### config.mk
export PLATFORM = sky130hd
export DESIGN_NAME = seqdet_param_flat
export DESIGN_NICKNAME = d
export VERILOG_FILES = /design/src/rtl/seqdet_param_if.sv /design/src/rtl/seqdet_param.sv /design/src/flat_wrapper.sv
export SDC_FILE = /design/constraint.sdc
export NUM_CORES = 1
export LEC_CHECK = 0
export ABC_AREA = 1
export BUFFER_PORTS_ARGS = -buffer_cell sky130_fd_sc_hd__buf_4
export CAP_MARGIN = 5
export CORE_AREA = 4 4 41 43
export DETAILED_ROUTE_END_ITERATION = 6
export DIE_AREA = 0 0 45 47
export HOLD_SLACK_MARGIN = 0.08
export PLACE_DENSITY = 0.7
export SLEW_MARGIN = 20
export SYNTH_ARGS = -nofsm -noshare
export SYNTH_HDL_FRONTEND = slang
export SYNTH_SLANG_ARGS = --single-unit
### constraint.sdc
create_clock -name clk -period 3.1 [get_ports clk]
set_input_delay 0.62 -clock clk [delete_from_list [all_inputs] [get_ports clk]]
set_output_delay 0.62 -clock clk [all_outputs]
set_load 0.02 [all_outputs]
### src/rtl/seqdet_param_if.sv
// ---------------------------------------------------------------------------
// seqdet_param_if -- signal bundle for the parameterised serial sequence
// detector.
//
// Parameters
//   PAT_LEN   pattern length in bits
//   CNT_W     match counter width (counter signals exist only with
//             SEQDET_CNT_EN defined)
//
// Signals
//   din_vld   serial bit qualifier
//   din       serial data bit
//   cfg_load  one-cycle pulse: load cfg_pat / cfg_ovl
//   cfg_pat   new pattern, MSB is the first bit received
//   cfg_ovl   new mode, 1 = overlapping, 0 = non-overlapping
//   result    registered one-cycle match pulse
//   cnt_clr   synchronous clear of match_cnt        (SEQDET_CNT_EN)
//   match_cnt saturating match count                (SEQDET_CNT_EN)
//
// Modports: master drives stimulus and config, slave is the detector.
// ---------------------------------------------------------------------------
interface seqdet_param_if #(
    parameter int PAT_LEN = 4,
    parameter int CNT_W   = 8
);
    logic               din_vld;
    logic               din;
    logic               cfg_load;
    logic [PAT_LEN-1:0] cfg_pat;
    logic               cfg_ovl;
    logic               result;
`ifdef SEQDET_CNT_EN
    logic               cnt_clr;
    logic [CNT_W-1:0]   match_cnt;
`endif

    modport master (
        output din_vld, din, cfg_load, cfg_pat, cfg_ovl,
`ifdef SEQDET_CNT_EN
        output cnt_clr,
        input  match_cnt,
`endif
        input  result
    );

    modport slave (
        input  din_vld, din, cfg_load, cfg_pat, cfg_ovl,
`ifdef SEQDET_CNT_EN
        input  cnt_clr,
        output match_cnt,
`endif
        output result
    );
endinterface

### src/rtl/seqdet_param.sv
// ---------------------------------------------------------------------------
// seqdet_param -- runtime-configurable serial pattern detector.
//
// Shifts qualified serial bits into a PAT_LEN-bit history and raises a
// one-cycle registered pulse on `result` in the cycle after the bit that
// completes the pattern. Overlapping or non-overlapping detection is chosen
// at runtime through cfg_load/cfg_ovl.
//
// Optional feature: define SEQDET_CNT_EN to add a saturating match counter
// (cnt_clr input, match_cnt output). Without it the counter signals and
// logic are absent and result behaviour is unchanged.
//
// Parameters
//   PAT_LEN  pattern length, 2..16
//   DEF_PAT  pattern after reset (MSB received first)
//   CNT_W    match counter width, 1..16
//
// Ports
//   clk      rising-edge clock
//   rst      asynchronous active-high reset
//   bus      seqdet_param_if.slave (din_vld, din, cfg_*, result,
//            cnt_clr/match_cnt with SEQDET_CNT_EN)
// ---------------------------------------------------------------------------
module seqdet_param #(
    parameter int                 PAT_LEN = 4,
    parameter logic [PAT_LEN-1:0] DEF_PAT = 4'b1011,
    parameter int                 CNT_W   = 8
) (
    input  logic          clk,
    input  logic          rst,
    seqdet_param_if.slave bus
);
    // Fill counts accepted bits and saturates at PAT_LEN.
    localparam int                FILL_W    = $clog2(PAT_LEN + 1);
    localparam logic [FILL_W-1:0] FILL_FULL = FILL_W'(PAT_LEN);
    localparam logic [FILL_W-1:0] FILL_LAST = FILL_W'(PAT_LEN - 1);
    localparam logic [FILL_W-1:0] FILL_ONE  = FILL_W'(1);

    logic [PAT_LEN-1:0] hist_q, hist_d;
    logic [PAT_LEN-1:0] pat_q, pat_d;
    logic [PAT_LEN-1:0] shifted;
    logic [FILL_W-1:0]  fill_q, fill_d;
    logic               ovl_q, ovl_d;
    logic               result_q, result_d;
    logic               match;

    assign shifted = {hist_q[PAT_LEN-2:0], bus.din};

    // fill_q >= PAT_LEN-1 is the same test as fill+1 >= PAT_LEN without the
    // risk of overflowing the fill width. A coincident cfg_load discards the
    // bit, so no match can be evaluated on that edge.
    assign match = bus.din_vld && !bus.cfg_load
                && (shifted == pat_q) && (fill_q >= FILL_LAST);

    always_comb begin
        // NOTE: every output gets a default first so no path leaves it
        // unassigned; otherwise a latch would be inferred.
        hist_d   = hist_q;
        fill_d   = fill_q;
        pat_d    = pat_q;
        ovl_d    = ovl_q;
        result_d = 1'b0;

        if (bus.cfg_load) begin
            pat_d  = bus.cfg_pat;
            ovl_d  = bus.cfg_ovl;
            hist_d = '0;
            fill_d = '0;
        end else if (bus.din_vld) begin
            hist_d = shifted;
            fill_d = (fill_q == FILL_FULL) ? fill_q : fill_q + FILL_ONE;
            if (match) begin
                result_d = 1'b1;
                // Non-overlapping: the next match must be built from
                // PAT_LEN fresh bits, so forget how many we have seen.
                if (!ovl_q) fill_d = '0;
            end
        end
    end

    always_ff @(posedge clk or posedge rst) begin
        // NOTE: state registers use non-blocking assignments so every
        // register samples its pre-edge value, independent of statement order.
        if (rst) begin
            hist_q   <= '0;
            fill_q   <= '0;
            pat_q    <= DEF_PAT;
            ovl_q    <= 1'b1;
            result_q <= 1'b0;
        end else begin
            hist_q   <= hist_d;
            fill_q   <= fill_d;
            pat_q    <= pat_d;
            ovl_q    <= ovl_d;
            result_q <= result_d;
        end
    end

    assign bus.result = result_q;

`ifdef SEQDET_CNT_EN
    localparam logic [CNT_W-1:0] CNT_MAX = '1;
    localparam logic [CNT_W-1:0] CNT_ONE = CNT_W'(1);

    logic [CNT_W-1:0] cnt_q, cnt_d;

    // The counter steps on the same edge that raises result, so match_cnt
    // and result change together. A clear that coincides with a match keeps
    // that match.
    always_comb begin
        cnt_d = cnt_q;
        if (bus.cnt_clr) begin
            cnt_d = match ? CNT_ONE : '0;
        end else if (match && (cnt_q != CNT_MAX)) begin
            cnt_d = cnt_q + CNT_ONE;
        end
    end

    always_ff @(posedge clk or posedge rst) begin
        if (rst) cnt_q <= '0;
        else     cnt_q <= cnt_d;
    end

    assign bus.match_cnt = cnt_q;
`endif

endmodule

### src/flat_wrapper.sv
// flat-port wrapper written by rule: the top's interface ports become plain ports
module seqdet_param_flat 
#(
    parameter int                 PAT_LEN = 4,
    parameter logic [PAT_LEN-1:0] DEF_PAT = 4'b1011,
    parameter int                 CNT_W   = 8
)
  (clk, rst, bus_din_vld, bus_din, bus_cfg_load, bus_cfg_pat, bus_cfg_ovl, bus_result);
  seqdet_param_if #(.PAT_LEN(PAT_LEN), .CNT_W(CNT_W)) bus_i ();
  input  logic clk;
  input  logic rst;
  input wire logic [$bits(bus_i.din_vld)-1:0] bus_din_vld;
  input wire logic [$bits(bus_i.din)-1:0] bus_din;
  input wire logic [$bits(bus_i.cfg_load)-1:0] bus_cfg_load;
  input wire logic [$bits(bus_i.cfg_pat)-1:0] bus_cfg_pat;
  input wire logic [$bits(bus_i.cfg_ovl)-1:0] bus_cfg_ovl;
  output wire logic [$bits(bus_i.result)-1:0] bus_result;
  assign bus_i.din_vld = bus_din_vld;
  assign bus_i.din = bus_din;
  assign bus_i.cfg_load = bus_cfg_load;
  assign bus_i.cfg_pat = bus_cfg_pat;
  assign bus_i.cfg_ovl = bus_cfg_ovl;
  assign bus_result = bus_i.result;
  seqdet_param #(.PAT_LEN(PAT_LEN), .DEF_PAT(DEF_PAT), .CNT_W(CNT_W)) u_core (.clk(clk), .rst(rst), .bus(bus_i));
endmodule
==> reports/metrics.csv <==
stage,metric,value,unit
placed_design,dpl hpwl,896,um
placed_design,IO buf count,10,
cells_and_area,most frequent cells in the layout,"nand2_1, inv_1, buf_4, dfrtp_1, o21ai_0",
sta,Fin. Hold Viols,0,
clock_tree,Max clock buf depth,2,
sta,Least-Margin Pin Slew,435,ps
yosys,YS warnings,0,
cells_and_area,layout cell share with drive strength beyond 1,27.3,%
floorplanning,num ports,11,
setup_path,WP data required,2480,ps
sta,Slew Limit Fails,0,
sta,final number of setup-violating endpoints,0,
detailed_routing,Post-DRT Antenna Nets,0,
setup_path,Setup CP Type,reg2out,
yosys,average size of a mapped cell,8.61,um2
detailed_routing,vias,496,
clock_tree,Post CTS Setup Buffer Count,0,
sta,RSZ-0062 raised after global routing,false,
placed_design,Placement Cell Area,728,um2
floorplanning,core region area,1300,um2
setup_path,delay of the slowest critical-path stage,360,ps
cells_and_area,Fill cells,126,
sta,setup_tns,0,ps
yosys,post-synth cell types,18,
hold_path,Hold WC Path Type,in2async,
cells_and_area,design area,754,um2
yosys,sequential-to-total area share from yosys stat,47.3,%
floorplanning,FP Rows,13,
detailed_routing,WL/cell,10.8,um
setup_path,worst-path cell chain,buf_4,
run,MaxCap Viol Count,0,
sta,post-route setup slack,1710,ps
floorplanning,DIE HEIGHT,47,um
cells_and_area,FF+latch area,305,um2
clock_tree,number of gates resized after cts,0,
sta,Max Clock Freq,718,MHz
power,pwr/cell area,433,nW/um2
detailed_routing,Detailed Route WL,1.11,mm
run_status,status,finished clean,
cells_and_area,"commonest non-fill, non-tap cell in the layout",nand2_1,
grt,number of global-route vias before repair,524,
grt,initial antenna violation count,0,
setup_path,Top delay family on crit path,flip-flops,
detailed_routing,initial DRC count,8,
cells_and_area,# diodes,0,
sta,post-route clock period utilization,44.9,%
grt,Overflow after GRT,0,
floorplanning,Starting Density,49.6,%
cells_and_area,fin nets,102,
setup_path,CP max stage cell,dfrtp_1,
yosys,Seq cells post-synth,12,
clock_tree,Worst-path clk slew,70,ps
placed_design,routability cong.,0.831,
sta,Slew HR,71.0,%
grt,largest net degree at the start of global routing,13,
grt,first-pass GRT wire length,2.06,mm
detailed_routing,DR vias/cell,4.82,
setup_path,crit path buf inv count,1,
clock_tree,H-tree levels,1,
sta,crit path time final,1390,ps
clock_tree,post-cts hold buffer count,0,
floorplanning,Die ar.,2120,um2
power,VDD IR-drop max,0.211,mV
setup_path,critical path data arrival time,770,ps
grt,GR Util All Layers,13.8,%
clock_tree,clk_lat worst skew,260,ps
yosys,post-synthesis cell area,646,um2
detailed_routing,DRC,0,
power,Leakage,0.377,nW
setup_path,Critical Path Source Type,flop,
detailed_routing,DR pass1 iterations,4,
yosys,Synth Instances,75,
setup_path,Crit Path Max Fanout,1,
clock_tree,CTS Sinks,12,
floorplanning,die width,45,um
clock_tree,CTS tree,done,
setup_path,CP endpoint kind,primary output,
clock_tree,clock root buffer,clkbuf_4,
power,total power,0.327,mW
cells_and_area,multi-input logic area,277,um2
placed_design,pre-CTS setup slack,1680,ps
clock_tree,Num CTS Buffers,3,
cells_and_area,Area Growth Syn to Fin,16.9,%
yosys,Post-Syn Nets,88,
sta,skew final,4.11,ps
Yosys cell counts:
library cell | count | area, um2
a21oi_1 | 3 | 15.0
buf_6 | 1 | 11.3
dfrtp_1 | 8 | 200
dfstp_2 | 4 | 105
ha_1 | 3 | 37.5
inv_1 | 14 | 52.6
mux2_2 | 2 | 22.5
nand2_1 | 20 | 75.1
nand3_1 | 1 | 5.00
nand3_2 | 2 | 20.0
nor2_1 | 4 | 15.0
nor2_2 | 1 | 6.26
nor2_4 | 1 | 11.3
nor3_2 | 1 | 10.0
nor4_1 | 1 | 6.26
o21ai_0 | 5 | 25.0
o22ai_1 | 3 | 18.8
xor2_1 | 1 | 8.76
per-stage QoR:
step	cells	hold WS [ps]	utilization, %
2_1_floorplan	75	468	-
3_3_place_gp	99	489	56.0
3_5_place_dp	99	494	56.0
4_1_cts	103	364	58.0
5_1_grt	103	370	58.0
6_report	103	352	58.0
where the power goes:
group          switching [mW]  internal (mW)  leakage [nW]
combinational          0.0281         0.0224         0.213
sequential            0.00882          0.171         0.149
clock                  0.0475         0.0497        0.0150
total                  0.0843          0.243         0.377
layout make-up:
type,instances,area share (%)
inverter,14,6.97
timing repair buffer,10,9.95
tap,15,2.49
sequential,12,40.5
clock buffer,4,3.48
multi-input combinational,48,36.7
per-layer routing:
metal  vias to the layer above  GRT usage, %  routed length (um)
met2                         8          24.0                 542
met4                         0          7.02                  12
met5                         -             0                   0
met3                         2          3.45                  47
met1                       225          15.7                 510
li1                        261             -                   -
sequential cells by signal, indices dropped and copies added, names as in the netlist:
register,flops
u_core.ovl_q,1
u_core.hist_q,3
u_core.pat_q,4
u_core.bus.result,1
u_core.fill_q,3
cell families after synthesis:
kind of cell	after synthesis	synth area share [%]
buffers and inverters	15	9.88
AO/OA/AOI/OAI	11	9.11
adder cells (fa/ha/maj)	3	5.81
AND/OR/NAND/NOR	31	23.1
XOR/XNOR	1	1.36
flip-flops	12	47.3
multiplexers	2	3.49
worst paths after layout:
check                             startpoint          endpoint  slack, ps  depth (start not counted)
hold / removal                           rst   u_core.pat_q[2]        350                          2
max in group asynchronous                rst   u_core.pat_q[1]       2410                          2
setup reg to reg            u_core.fill_q[0]  u_core.fill_q[2]       1720                          9
min in group clk             u_core.pat_q[1]   u_core.pat_q[1]        510                          2
hold reg to reg              u_core.pat_q[1]   u_core.pat_q[1]        510                          2
setup / recovery           u_core.bus.result        bus_result       1710                          1
(Power assumes the default switching activity.)
